<file path="src/rtl/sign_extractor.sv">
// Sign extractor: pulls mask-marked sign bits out of a byte stream MSB-first and emits a
// run-length token stream, a sign-bit stream and the cleaned data bytes.
module sign_extractor #(
    parameter int unsigned RUN_MAX = 127
) (
    input  logic       clk,
    input  logic       rst,
    input  logic       clk_en,
    input  logic [7:0] data_in,
    input  logic [7:0] mask_in,
    input  logic       data_empty,
    input  logic       mask_empty,
    input  logic       flush_req,
    input  logic       data_full,
    input  logic       cnt_full,
    input  logic       sign_full,
    output logic       data_rd,
    output logic       mask_rd,
    output logic [7:0] data_out,
    output logic       data_wr,
    output logic [7:0] cnt_out,
    output logic       cnt_wr,
    output logic       sign_out,
    output logic       sign_wr,
    output logic       flush_done
);

    localparam int unsigned RUN_W = 7;
    localparam int unsigned SUM_W = 8;
    localparam int unsigned PTR_W = 3;
    localparam logic [SUM_W-1:0] RUN_MAX_S = SUM_W'(RUN_MAX);
    localparam logic [RUN_W-1:0] RUN_MAX_R = RUN_W'(RUN_MAX);

    typedef struct packed {
        logic             sign_next;
        logic [RUN_W-1:0] run;
    } token_t;

    typedef enum logic [1:0] {
        IDLE  = 2'd0,
        LOAD  = 2'd1,
        SCAN  = 2'd2,
        FLUSH = 2'd3
    } state_t;

    state_t           state_q, state_d;
    logic [RUN_W-1:0] run_q, run_d;
    logic [PTR_W-1:0] ptr_q, ptr_d;
    logic             flush_pend_q, flush_pend_d;
    logic [7:0]       data_reg_q, data_reg_d;
    logic [7:0]       mask_reg_q, mask_reg_d;
    logic [7:0]       mask_orig_q, mask_orig_d;

    logic             found_c;
    logic [PTR_W-1:0] pos_c;
    logic [3:0]       dist_c;
    logic [SUM_W-1:0] sum_c;

    logic             pop_c;
    token_t           tok_c;
    logic             tok_wr_c;
    logic             sgn_c;
    logic             sgn_wr_c;
    logic             dat_wr_c;
    logic             done_c;

    // Highest remaining sign position at or below the scan pointer.
    always_comb begin
        found_c = 1'b0;
        pos_c   = '0;
        for (int i = 0; i < 8; i++) begin
            if (mask_reg_q[i] && (PTR_W'(i) <= ptr_q)) begin
                found_c = 1'b1;
                pos_c   = PTR_W'(i);
            end
        end
    end

    assign dist_c = found_c ? 4'(ptr_q - pos_c) : (4'(ptr_q) + 4'd1);
    assign sum_c  = SUM_W'(run_q) + SUM_W'(dist_c);

    always_comb begin
        state_d      = state_q;
        run_d        = run_q;
        ptr_d        = ptr_q;
        flush_pend_d = flush_pend_q | flush_req;
        data_reg_d   = data_reg_q;
        mask_reg_d   = mask_reg_q;
        mask_orig_d  = mask_orig_q;
        pop_c        = 1'b0;
        tok_c        = '0;
        tok_wr_c     = 1'b0;
        sgn_c        = 1'b0;
        sgn_wr_c     = 1'b0;
        dat_wr_c     = 1'b0;
        done_c       = 1'b0;

        unique case (state_q)
            IDLE: begin
                if (!data_empty && !mask_empty) begin
                    pop_c   = 1'b1;
                    state_d = LOAD;
                end else if (flush_pend_q && data_empty && mask_empty) begin
                    state_d = FLUSH;
                end
            end

            LOAD: begin
                data_reg_d  = data_in;
                mask_reg_d  = mask_in;
                mask_orig_d = mask_in;
                ptr_d       = PTR_W'(7);
                state_d     = SCAN;
            end

            SCAN: begin
                if (found_c && (sum_c <= RUN_MAX_S)) begin
                    // Sign token; the last sign at bit 0 also retires the byte.
                    if (!cnt_full && !sign_full && ((pos_c != '0) || !data_full)) begin
                        tok_c      = '{sign_next: 1'b1, run: RUN_W'(sum_c)};
                        tok_wr_c   = 1'b1;
                        sgn_c      = data_reg_q[pos_c];
                        sgn_wr_c   = 1'b1;
                        run_d      = '0;
                        mask_reg_d[pos_c] = 1'b0;
                        if (pos_c == '0) begin
                            dat_wr_c = 1'b1;
                            state_d  = IDLE;
                        end else begin
                            ptr_d = pos_c - PTR_W'(1);
                        end
                    end
                end else if (found_c) begin
                    // Saturated run ahead of a sign; the sign itself goes out next cycle.
                    if (!cnt_full) begin
                        tok_c    = '{sign_next: 1'b0, run: RUN_MAX_R};
                        tok_wr_c = 1'b1;
                        run_d    = RUN_W'(sum_c - RUN_MAX_S);
                        ptr_d    = pos_c;
                    end
                end else if (sum_c > RUN_MAX_S) begin
                    if (!cnt_full && !data_full) begin
                        tok_c    = '{sign_next: 1'b0, run: RUN_MAX_R};
                        tok_wr_c = 1'b1;
                        run_d    = RUN_W'(sum_c - RUN_MAX_S);
                        dat_wr_c = 1'b1;
                        state_d  = IDLE;
                    end
                end else begin
                    if (!data_full) begin
                        run_d    = RUN_W'(sum_c);
                        dat_wr_c = 1'b1;
                        state_d  = IDLE;
                    end
                end
            end

            FLUSH: begin
                if (run_q != '0) begin
                    if (!cnt_full) begin
                        tok_c        = '{sign_next: 1'b0, run: run_q};
                        tok_wr_c     = 1'b1;
                        done_c       = 1'b1;
                        run_d        = '0;
                        flush_pend_d = 1'b0;
                        state_d      = IDLE;
                    end
                end else begin
                    done_c       = 1'b1;
                    flush_pend_d = 1'b0;
                    state_d      = IDLE;
                end
            end

            default: state_d = IDLE;
        endcase
    end

    always_ff @(posedge clk or negedge rst) begin
        if (!rst) begin
            state_q      <= IDLE;
            run_q        <= '0;
            ptr_q        <= PTR_W'(7);
            flush_pend_q <= 1'b0;
            data_reg_q   <= '0;
            mask_reg_q   <= '0;
            mask_orig_q  <= '0;
        end else if (clk_en) begin
            state_q      <= state_d;
            run_q        <= run_d;
            ptr_q        <= ptr_d;
            flush_pend_q <= flush_pend_d;
            data_reg_q   <= data_reg_d;
            mask_reg_q   <= mask_reg_d;
            mask_orig_q  <= mask_orig_d;
        end
    end

    // FIFO strobes follow the decision logic directly so pushes land in the same cycle.
    assign data_rd    = clk_en & pop_c;
    assign mask_rd    = clk_en & pop_c;
    assign data_wr    = clk_en & dat_wr_c;
    assign cnt_wr     = clk_en & tok_wr_c;
    assign sign_wr    = clk_en & sgn_wr_c;
    assign flush_done = clk_en & done_c;
    assign cnt_out    = tok_c;
    assign sign_out   = sgn_c;
    assign data_out   = data_reg_q & ~mask_orig_q;

endmodule

</file>
<file path="config.mk">
export PLATFORM = sky130hd
export DESIGN_NAME = sign_extractor
export DESIGN_NICKNAME = d
export VERILOG_FILES = /design/src/rtl/sign_extractor.sv
export SDC_FILE = /design/constraint.sdc
export NUM_CORES = 1
export LEC_CHECK = 0
export BUFFER_PORTS_ARGS = -buffer_cell sky130_fd_sc_hd__buf_2
export CAP_MARGIN = 30
export CORE_MARGIN = 1.5
export CORE_UTILIZATION = 50
export DETAILED_ROUTE_END_ITERATION = 7
export GPL_TIMING_DRIVEN = 0
export PLACE_DENSITY_LB_ADDON = 0.1
export SKIP_CTS_REPAIR_TIMING = 1
export SYNTH_ARGS = -nofsm -noshare
export SYNTH_HDL_FRONTEND = slang
export SYNTH_SLANG_ARGS = --single-unit
</file>
<file path="constraint.sdc">
create_clock -name clk -period 5.8 [get_ports clk]
set_input_delay 0 -clock clk [delete_from_list [all_inputs] [get_ports clk]]
set_output_delay 0 -clock clk [all_outputs]
set_load 0.02 [all_outputs]
</file>
# [Word level (Yosys, flattened, before mapping)]
# Cells that the tools add are included.
[word_totals] ff_bits=37 inputBits=25 out_inout_bits=23 wordCells=174
[classes] n_addsub=5 order_cmp=12 eq_ne=20 n_mux=87 n_bitwise=10 n_reduce_logical=33
[ops] op="2-to-1 mux 7 bit" n=14
[ops] op="2-to-1 mux 8 bit" n=5
[ops] op="2-to-1 mux 1 bit" n=37
[ops] op="2-to-1 mux 3 bit" n=11
[ops] op="one-hot mux 8 bit (2 select lines)" n=2
[ops] op="!= test 3 bit (second input constant)" n=8
[ops] op="2-to-1 mux 2 bit" n=11
[ops] op="bitwise AND 8 bit" n=2
[ops] op="logical AND 1 bit" n=16
[ops] op="inverter 8 bit" n=2
[ops] op="AND reduction 8 bit" n=2
[ops] op="one-hot mux 7 bit (2 select lines)" n=1
[ops] op="less-or-equal comparator 3 bit (first input constant)" n=4
[ops] op="!= test 4 bit (second input constant)" n=3
[ops] op="!= test 5 bit (second input constant)" n=2
[ops] op="adder 7 x 4 -> 8 bit" n=1
[ops] op="greater-than comparator 8 x 7 -> 1 bit (second input constant)" n=1
[ops] op="less-or-equal comparator 8 x 7 -> 1 bit (second input constant)" n=1
[ops] op="!= test 2 bit (second input constant)" n=4
[ops] op="one-hot mux 2 bit (4 select lines)" n=1
[ops] op="nonzero test 7 bit" n=1
[ops] op="subtractor 7 bit (second input constant)" n=1
[ops] op="less-or-equal comparator 1 x 3 -> 1 bit (first input constant)" n=2
[ops] op="less-or-equal comparator 2 x 3 -> 1 bit (first input constant)" n=2
[ops] op="23 further kinds" n=33

# [Depth between registers and ports, before layout]
[logic_depth] word_depth=18 ltp_mapped=20 mapped_depth_nobuf=18

# [Worst setup path after synthesis]
# No wires, ideal clock.
[synth_timing] path_type="register to output" startpoint="register ptr_q[0]" endpoint="output port data_wr" arrival_ps=4307 required_ps=5800 slack_ps=1493 path_stages_with_launch=18 path_buffers=1 path_cell_list="dfstp_2 buf_4 and2_1 o21ai_0 a32oi_1 o22a_1 inv_2 nand2_1 ha_1 fa_1 xnor2_1 ha_1 a211oi_1 a21oi_1 or3_1 a21oi_1 nor2_1 nor4_1"
[synth_between] elab_chain_len=18 elab_cells_between_ends=49 cone_classes="add/sub (3); order compare (10); mux (22); bitwise (1); reduce/logical (13)"
[synth_lines] element="start: declaration" line_no="48" source="logic [PTR_W-1:0] ptr_q, ptr_d;"
[synth_lines] element="start signal: assignment" line_no="191" source="ptr_q <= ptr_d;"
[synth_lines] element="less-or-equal comparator 1 x 3 -> 1 bit" line_no="72" source="if (mask_reg_q[i] && (PTR_W'(i) <= ptr_q)) begin"
[synth_lines] element="logical AND 1 bit" line_no="72"
[synth_lines] element="2-to-1 mux 1 bit" line_no="72"
[synth_lines] element="2-to-1 mux 3 bit or 2-to-1 mux 1 bit (tied branches) (6 in series)" line_no="72"
[synth_lines] element="subtractor 3 x 3 -> 4 bit or 2-to-1 mux 1 bit (tied branches)" line_no="79, 72"
[synth_lines] element="2-to-1 mux 4 bit" line_no="79" source="assign dist_c = found_c ? 4'(ptr_q - pos_c) : (4'(ptr_q) + 4'd1);"
[synth_lines] element="adder 7 x 4 -> 8 bit" line_no="80" source="assign sum_c = SUM_W'(run_q) + SUM_W'(dist_c);"
[synth_lines] element="greater-than comparator 8 x 7 -> 1 bit" line_no="141" source="end else if (sum_c > RUN_MAX_S) begin"
[synth_lines] element="2-to-1 mux 1 bit" line_no="141"
[synth_lines] element="2-to-1 mux 1 bit" line_no="133" source="end else if (found_c) begin"
[synth_lines] element="2-to-1 mux 1 bit (*)" line_no="117" source="if (found_c && (sum_c <= RUN_MAX_S)) begin"
[synth_lines] element="2-to-1 mux 1 bit (*)" line_no="98" source="unique case (state_q)"
[synth_lines] element="bitwise AND 1 bit (*)" line_no="202" source="assign data_wr = clk_en & dat_wr_c;"
[synth_lines] element="end: declaration" line_no="20" source="output logic data_wr,"
# Every way passes the cells marked *; elsewhere a longest branch is shown, timed or not.

# [Worst setup path in the final report]
[layout_timing] startpoint="register ptr_q[0]" endpoint="output port cnt_out[4]"
[layout_between] elab_chain_len=17 elab_cells_between_ends=46 cone_classes="add/sub (3); order compare (10); mux (21); reduce/logical (12)"
[layout_lines] element="less-or-equal comparator 1 x 3 -> 1 bit" line_no="72"
[layout_lines] element="logical AND 1 bit" line_no="72"
[layout_lines] element="2-to-1 mux 1 bit" line_no="72"
[layout_lines] element="2-to-1 mux 3 bit or 2-to-1 mux 1 bit (tied branches) (6 in series)" line_no="72"
[layout_lines] element="subtractor 3 x 3 -> 4 bit or 2-to-1 mux 1 bit (tied branches)" line_no="79, 72"
[layout_lines] element="2-to-1 mux 4 bit" line_no="79"
[layout_lines] element="adder 7 x 4 -> 8 bit" line_no="80"
[layout_lines] element="greater-than comparator 8 x 7 -> 1 bit" line_no="141"
[layout_lines] element="2-to-1 mux 7 bit" line_no="141"
[layout_lines] element="2-to-1 mux 8 bit" line_no="133"
[layout_lines] element="2-to-1 mux 8 bit (*)" line_no="117"
[layout_lines] element="one-hot mux 8 bit (2 select lines) (*)" line_no="98"
[layout_lines] element="end: declaration" line_no="21" source="output logic [7:0] cnt_out,"
# Marked as above.

==> out/metrics.cfg <==
[synth]
synth_top_cell_by_area = dfrtp_1
synth_cell_types = 60
syn_area_sq_um = 2920
synth_warnings = 0
ys_ff_latch = 37
yosys.area.top_type_share_pct = 29.2
synth.area.top_cells = dfrtp_1 29%, mux2_2 9.7%, ha_1 6.9%
synth_most_common_cell = dfrtp_1
synth.yosys.seq_area_share_pct = 31.9
synth_top_flop_cell = dfrtp_1
synth_edf_count = 0
syn_area_per_cell_sq_um = 8.97
synth_fp_nets = 368
ys_top_cells_by_count = 34 x dfrtp_1, 28 x nand2_1, 25 x mux2_2
async_flop_share_pct = 100
synthCells = 325

[placed_design]
io_buffers = 46
place_area_sq_um = 3240
dpl.hpwl_microns = 5490
gpl.final_weighted_congestion = 0.901

[worst_setup_path]
crit_fanout = 10
worst-setup-path-type = reg2out
critPathLaunchType = flip-flop
critPathCaptureType = output port
arrival_ps = 5260
required_ps = 5800

[outcome]
outcome = finished clean

[cts]
cts_buffer_depth = 2
clock_insertion_delay_worst_skew_ps = 300
numCtsBuffers = 5
clock_sinks = 37
cts_tree = yes
clkSlewWorstSetupHoldPaths_ps = 80
htreeDepth = 2
clockRootBuffer = clkbuf_8

[route]
wire_per_inst_microns = 16.1
wirelength_microns = 7550
detail_route.first_pass.iterations = 4
ant_nets = 0
drt_iter0_markers = 144
vias = 2741
viasPerCell = 5.84
remaining_drc_errors = 0

[final_layout]
fin_nets = 439
multiInputGateArea_sq_um = 1860
diodes = 0
ff_latch_area_sq_um = 930
fin_util_pct = 63.4
layout-drive-gt1-share_pct = 24.9
syn_to_final_growth_pct = 21.3
fill_cells = 513
design_area_sq_um = 3540

[timing]
worstMarginPinSlew_ps = 871
skew_ps = 6.73
period_minus_slack_ps = 5260
finalSetupTns_ps = 0
relSlewSlack_pct = 42.0
finalSetupViolCount = 0
rsz0062_at_grt = no
slew_viol_final = 0
period_share_pct = 90.7
fmax_mhz = 190
hold_viol_final = 0

[power]
p_leak_nw = 1.61
ir_drop_mv = 0.333
power.density_nw_per_um2 = 623

[die]
die_y_microns = 79.4
rows = 27
dieArea_sq_um = 6300
initial_core_util_pct = 52.3
core-area_sq_um = 5570
die_w_microns = 79.4
ios = 48

[grt]
antenna_found_initial = 0
grt_usage_pct = 25.0
grt_pass1_wl_microns = 12300
grt_overflow = 0
grt_pass1_vias = 2614
grt_max_degree = 38

[flow_run]
cap_violations = 0

[min_path]
hold_class = in2reg

==> worst max-delay path, stage by stage (launching register included) <==
cell and delay (ps):
dfstp_2 380, buf_4 160, and2_1 130, o21ai_0 420
a32oi_1 220, o22a_1 270, inv_2 120, nand2_1 70
ha_1 210, fa_1 390, xnor2_1 230, ha_1 310
a211oi_1 380, a21o_1 200, buf_2 240, o21ai_2 210
nor2_1 210, o21ai_0 310, o211ai_1 300, buf_2 200
==> layer usage <==
layer  vias up  global-route usage, %  share of wire [%]
met2        80                   43.3                 49
li1       1345                      -                  -
met1      1300                   31.3                 45
met3        16                   4.02                4.1
met5         -                      0                  0
met4         0                   9.12                2.4
==> logic make-up after synthesis <==
logic type	share of synthesized area (%)
AOI/OAI and AO/OA	23.4
xor gates and xnor gates	3.00
adders and majority gates	8.24
buffers and inverters	4.29
DFF	31.9
muxes	10.7
and+or+nand+nor	18.4
==> sequential cells by signal, indices dropped and copies added, names as in the netlist <==
signal	flops
data_reg_q	8
mask_orig_q	8
mask_reg_q	8
run_q	7
ptr_q	3
state_q	2
flush_pend_q	1
==> cell usage in the layout, fill, tap and decap left out, types with 7 or more instances in the layout <==
cell type and instances:
clkbuf_1 7, nand2b_1 7, inv_1 12, dfrtp_1 34, mux2_2 25, nor2_1 21, o21ai_0 17, ha_1 16
dlygate4sd3_1 18, a21oi_1 20, nor2b_1 11, buf_2 50, nand2_1 28, xnor2_1 7, nand3_1 9
==> path summary, 6_finish.rpt <==
kind                                           from                         to  slack, ps  cells after the start
setup reg to reg               ptr_q[1]$_DFFE_PN1P_       run_q[5]$_DFFE_PN0P_        690                     17
hold / removal                           mask_empty     state_q[1]$_DFFE_PN0P_        140                      5
hold reg to reg            flush_pend_q$_DFFE_PN0P_   flush_pend_q$_DFFE_PN0P_        510                      2
min in group asynchronous                       rst       run_q[1]$_DFFE_PN0P_        350                      2
max in group asynchronous                       rst  mask_reg_q[4]$_DFFE_PN0P_       4900                      2
setup / recovery               ptr_q[0]$_DFFE_PN1P_                 cnt_out[4]        540                     19
==> power breakdown <==
group / total [mW] / switching (mW) / internal (mW)
combinational: 1.49 / 0.854 / 0.633
sequential: 0.472 / 0.0957 / 0.377
clock: 0.244 / 0.104 / 0.140
==> per-stage QoR <==
stage	setup slack (ps)	total power, mW	std cells	hold slack (ps)
after floorplan	1490	1.62	325	-296
after global placement	867	1.91	443	159
final	538	2.20	469	136
after global routing	194	2.40	469	181
after CTS	573	2.19	451	-163
after detailed placement	812	1.94	443	166
==> area by class of cell <==
type,instances,share of cell area (%)
Inverter,13,1.38
Sequential cell,37,26.3
Buffer,16,2.16
Timing Repair Buffer,64,11.6
Multi-Input combinational cell,259,52.6
Clock buffer,6,2.34
Clock inverter,2,1.06
Tap cell,72,2.55
Note: power is estimated with default switching activity, not from simulation.
